$ cat src/rtl/serial_sub_pkg.sv
// rtl/serial_sub_pkg.sv - shared FSM state encoding and default operand width for serial_sub

package serial_sub_pkg;

   localparam int DEFAULT_WIDTH = 8;

   typedef enum logic [1:0] {
      IDLE  = 2'd0,
      SHIFT = 2'd1,
      DONE  = 2'd2
   } state_t;

endpackage

$ cat src/rtl/serial_sub_fs_cell.sv
// rtl/serial_sub_fs_cell.sv - 1-bit full subtractor / full adder cell (mode=1 selects add)

module fs_cell (
   input  logic x,
   input  logic y,
   input  logic bi,
   input  logic mode,
   output logic d,
   output logic bo
);

   always_comb begin
      d = x ^ y ^ bi;
      if (mode) begin
         bo = (x & y) | ((x ^ y) & bi);
      end else begin
         bo = (~x & y) | (~(x ^ y) & bi);
      end
   end

endmodule

$ cat src/rtl/serial_sub.sv
// rtl/serial_sub.sv - bit-serial LSB-first subtractor (diff = a - b - bin), one bit per clock
// Optional add mode (add port) when SERIAL_SUB_ADD_EN is defined.

module serial_sub
   import serial_sub_pkg::*;
#(
   parameter int WIDTH = DEFAULT_WIDTH
) (
   input  logic             clk,
   input  logic             rst_n,
   input  logic             start,
   input  logic [WIDTH-1:0] a,
   input  logic [WIDTH-1:0] b,
   input  logic             bin,
`ifdef SERIAL_SUB_ADD_EN
   input  logic             add,
`endif
   output logic             busy,
   output logic             done,
   output logic [WIDTH-1:0] diff,
   output logic             bout
);

   localparam int CW = $clog2(WIDTH + 1);

   state_t           state_q, state_d;
   logic [CW-1:0]    cnt_q, cnt_d;
   logic [WIDTH-1:0] a_q, a_d;
   logic [WIDTH-1:0] b_q, b_d;
   logic [WIDTH-1:0] res_q, res_d;
   logic [WIDTH-1:0] diff_q, diff_d;
   logic             br_q, br_d;
   logic             bout_q, bout_d;
   logic             cell_mode;
   logic             cell_d, cell_bo;
   logic             accept;

`ifdef SERIAL_SUB_ADD_EN
   logic mode_q, mode_d;

   always_comb begin
      mode_d = mode_q;
      if (accept) begin
         mode_d = add;
      end
   end

   always_ff @(posedge clk or negedge rst_n) begin
      if (!rst_n) begin
         mode_q <= 1'b0;
      end else begin
         mode_q <= mode_d;
      end
   end

   assign cell_mode = mode_q;
`else
   assign cell_mode = 1'b0;
`endif

   fs_cell u_cell (
      .x    (a_q[0]),
      .y    (b_q[0]),
      .bi   (br_q),
      .mode (cell_mode),
      .d    (cell_d),
      .bo   (cell_bo)
   );

   // SHIFT holds WIDTH compute cycles plus one terminal cycle where cnt_q == WIDTH
   always_comb begin
      state_d = state_q;
      cnt_d   = cnt_q;
      a_d     = a_q;
      b_d     = b_q;
      res_d   = res_q;
      br_d    = br_q;
      diff_d  = diff_q;
      bout_d  = bout_q;
      accept  = 1'b0;

      case (state_q)
         IDLE: begin
            if (start) begin
               accept = 1'b1;
            end
         end
         SHIFT: begin
            if (cnt_q == CW'(WIDTH)) begin
               state_d = DONE;
               diff_d  = res_q;
               bout_d  = br_q;
            end else begin
               a_d   = a_q >> 1;
               b_d   = b_q >> 1;
               br_d  = cell_bo;
               res_d = {cell_d, res_q[WIDTH-1:1]};
               cnt_d = cnt_q + CW'(1);
            end
         end
         DONE: begin
            if (start) begin
               accept = 1'b1;
            end else begin
               state_d = IDLE;
            end
         end
         default: begin
            state_d = IDLE;
         end
      endcase

      if (accept) begin
         state_d = SHIFT;
         cnt_d   = '0;
         a_d     = a;
         b_d     = b;
         br_d    = bin;
         res_d   = '0;
      end
   end

   always_ff @(posedge clk or negedge rst_n) begin
      if (!rst_n) begin
         state_q <= IDLE;
         cnt_q   <= '0;
         a_q     <= '0;
         b_q     <= '0;
         res_q   <= '0;
         br_q    <= 1'b0;
         diff_q  <= '0;
         bout_q  <= 1'b0;
      end else begin
         state_q <= state_d;
         cnt_q   <= cnt_d;
         a_q     <= a_d;
         b_q     <= b_d;
         res_q   <= res_d;
         br_q    <= br_d;
         diff_q  <= diff_d;
         bout_q  <= bout_d;
      end
   end

   assign busy = (state_q == SHIFT);
   assign done = (state_q == DONE);
   assign diff = diff_q;
   assign bout = bout_q;

endmodule

$ cat config.mk
export PLATFORM = sky130hd
export DESIGN_NAME = serial_sub
export DESIGN_NICKNAME = d
export VERILOG_FILES = /design/src/rtl/serial_sub_pkg.sv /design/src/rtl/serial_sub_fs_cell.sv /design/src/rtl/serial_sub.sv
export SDC_FILE = /design/constraint.sdc
export NUM_CORES = 1
export LEC_CHECK = 0
export ABC_AREA = 1
export BUFFER_PORTS_ARGS = -buffer_cell sky130_fd_sc_hd__buf_2
export CORE_MARGIN = 2
export CORE_UTILIZATION = 45
export DETAILED_ROUTE_END_ITERATION = 6
export PLACE_DENSITY_LB_ADDON = 0.3
export SLEW_MARGIN = 10
export SYNTH_ARGS = -nofsm -noshare
export SYNTH_HDL_FRONTEND = slang
export SYNTH_HIERARCHICAL = 1
export SYNTH_SLANG_ARGS = --single-unit
export TNS_END_PERCENT = 100
$ cat constraint.sdc
create_clock -name clk -period 1.4 [get_ports clk]
set_input_delay 0.28 -clock clk [delete_from_list [all_inputs] [get_ports clk]]
set_output_delay 0.28 -clock clk [all_outputs]
set_load 0.02 [all_outputs]
==> qor.yml <==
power_and_ir_drop:
  power_leakage_nw: 1.34
  total_power_mw: 4.86
  pwr_density_cell_nw_per_um2: 2080
  vdd_ir_drop_max_v: 0.000742
placement:
  hpwl_mm: 2.53
  dp_slack_ns: -0.102
  port_buffers: 30
  dpl.cell_count: 333
  globalplace.congestion: 0.772
grt:
  grt_overflow: 0
  antenna_found_initial: 0
  grt_usage_pct: 17.7
  grt_max_degree: 33
  grt_pass1_vias: 1468
  grt_pass1_wl_mm: 6.78
critical_path:
  start_kind: "register"
  slowest_stage: "dfrtp_1"
  endpoint_kind: "output port"
  crit_path_cell_trace: "inv_2 -> nor2_4 -> buf_4"
  slowest_delay_ns: 0.40
  crit_type: "reg2out"
  crit_arrival_ns: 1.06
  cp_max_fo: 4
  critical_path_required_ns: 1.12
synth:
  post-synth-top-area-cell: "dfrtp_1"
  synthTopCellsByArea: "dfrtp_1, nand2_1, nand3_1"
  syn_inst: 250
  yosysSeqAreaShare_pct: 51.5
  synth.distinct_cells: 19
  yosysWarnings: 6
  synthSimpleGateAreaFrac_pct: 37.0
  synthAdderAreaFrac_pct: 3.35
  synth-compound-area-share_pct: 1.29
  synth_top_family_by_area: "simple AND/OR/NAND/NOR gates"
  synth-xor-area-share_pct: 0
  syn_avg_cell_area_um2: 7.78
  ys_ff_latch: 40
  synth_area_um2: 1940
  synthMuxAreaShare_pct: 0
  synth_top_area_share_pct: 51.5
drt:
  final_antenna_net_count: 0
  drc: 0
  vias_per_cell: 4.60
  avgRoutedWirePerCell_um: 11.1
  dr.first_iter.drc_count: 101
  dr.pass1.iters: 6
  via_count: 1572
  drt-total-wl_mm: 3.79
finish:
  fin_cells: 342
  final_common_cell: "nand2_1"
  antennaDiodeCount: 0
  nNetsFinal: 316
  drive_above_1_share_pct: 21.2
  syn2layout_area_growth_pct: 20.3
  layout_common_cells: "nand2_1, dfrtp_1, buf_2"
cts:
  insertion_delay_ns: 0.29
  cts_made_buffers: 5
  h-tree-depth: 2
  path_clk_slew_ns: 0.07
  cts_tree: "built"
  root_buffer: "clkbuf_8"
  cts_buffer_depth: 2
  cts_sinks: 40
floorplan:
  die_width_um: 69.7
  dieArea_um2: 4860
  rows: 23
  ioPinCount: 31
  start_util_pct: 47.6
  core_area_um2: 4090
  fp.dieH_um: 69.7
timing:
  rsz0062_at_grt: "yes"
  clock_skew_ns: 0.00399
  whs_ns: 0.179
  hold_violations: 0
  setup_tns_ns: 0
  setup_violations: 0
  final.period_utilization_pct: 96.0
  slew_viol_final: 0
  setup_ws_ns: 0.0556
  min_period_ns: 1.34
  fmax_ghz: 0.744
min_path:
  hold_path.class: "in2reg"
status:
  status: "complete, no violations"
run:
  maxCapViolCount: 0
==> path summary, 6_finish.rpt <==
path,start,slack [ns],to,cells past startpoint
min reg2reg,diff[7]$_DFFE_PN0P_,0.48,diff[7]$_DFFE_PN0P_,2
max,state_q[0]$_DFFE_PN0P_,0.06,busy,3
min,b[7],0.18,b_q[7]$_DFFE_PN0P_,3
max reg2reg,cnt_q[0]$_DFFE_PN0P_,0.07,diff[1]$_DFFE_PN0P_,8
min in group asynchronous,rst_n,0.45,res_q[4]$_DFFE_PN0P_,2
max in group asynchronous,rst_n,0.51,diff[7]$_DFFE_PN0P_,3
==> through the flow <==
| step | utilization, % | cell area, µm² |
|---|---|---|
| after global placement | 54.4 | 2220 |
| after floorplan | - | 1950 |
| after detailed placement | 54.4 | 2220 |
| final | 57.3 | 2340 |
| after CTS | 56.6 | 2310 |
| after global routing | 57.3 | 2340 |
==> registers in the layout (all words and copies together) (netlist names) <==
register,cells
b_q,8
state_q,2
diff,8
cnt_q,4
res_q,8
bout,1
br_q,1
a_q,8
==> layout make-up <==
cell class	instances	area [µm²]
Clock buffer	6	72.6
Clock inverter	1	5.00
Fill cell	386	1750
Inverter	13	52.6
Multi-Input combinational cell	186	830
Sequential cell	40	1000
Tap cell	50	62.6
Timing Repair Buffer	46	317
==> Yosys cell counts <==
master and n:
conb_1 1, buf_6 3, buf_2 8, dfrtp_1 40
fa_1 2, inv_1 11, ha_1 2, nor2_4 1
buf_4 1, nand4_1 1, o21ai_0 4, nand3_2 2
nand3_1 26, inv_2 1, nand2_1 135, nand2_2 3
nor2_1 7, clkinv_1 1, o21ai_1 1
==> layer usage <==
metal  track usage, %  share of wire, %
met2             26.1                45
met4             8.55               2.0
met1             23.9                48
met5                0                 0
met3             5.09               4.4
==> kinds of logic after synthesis <==
group / after synthesis
buffers and inverters: 25
flip-flops: 40
AO/OA/AOI/OAI: 5
adder cells (fa/ha/maj): 4
AND/OR/NAND/NOR: 175
other: 1
==> what timing repair did <==
| action | 4_1_cts | 5_1_grt |
|---|---|---|
| buffers inserted | 0 | 1 |
| hold endpoints to repair | 16 | 0 |
| setup endpoints to repair | 10 | 34 |
| hold buffers | 1 | 0 |
| pin swaps | 0 | 1 |
| gates resized for setup | 1 | 6 |
==> critical path, delay by kind of cell, from the launching register on <==
family | cells | cell delay [ns]
buffers and inverters | 2 | 0.23
flip-flops | 1 | 0.40
AND/OR/NAND/NOR | 1 | 0.14
==> power breakdown <==
group	total [mW]	internal [mW]	leakage, nW	switching, mW
logic	2.24	0.879	0.777	1.36
registers	1.89	1.62	0.522	0.266
clock network	0.732	0.339	0.0410	0.393
Note: power is estimated with default switching activity, not from simulation.
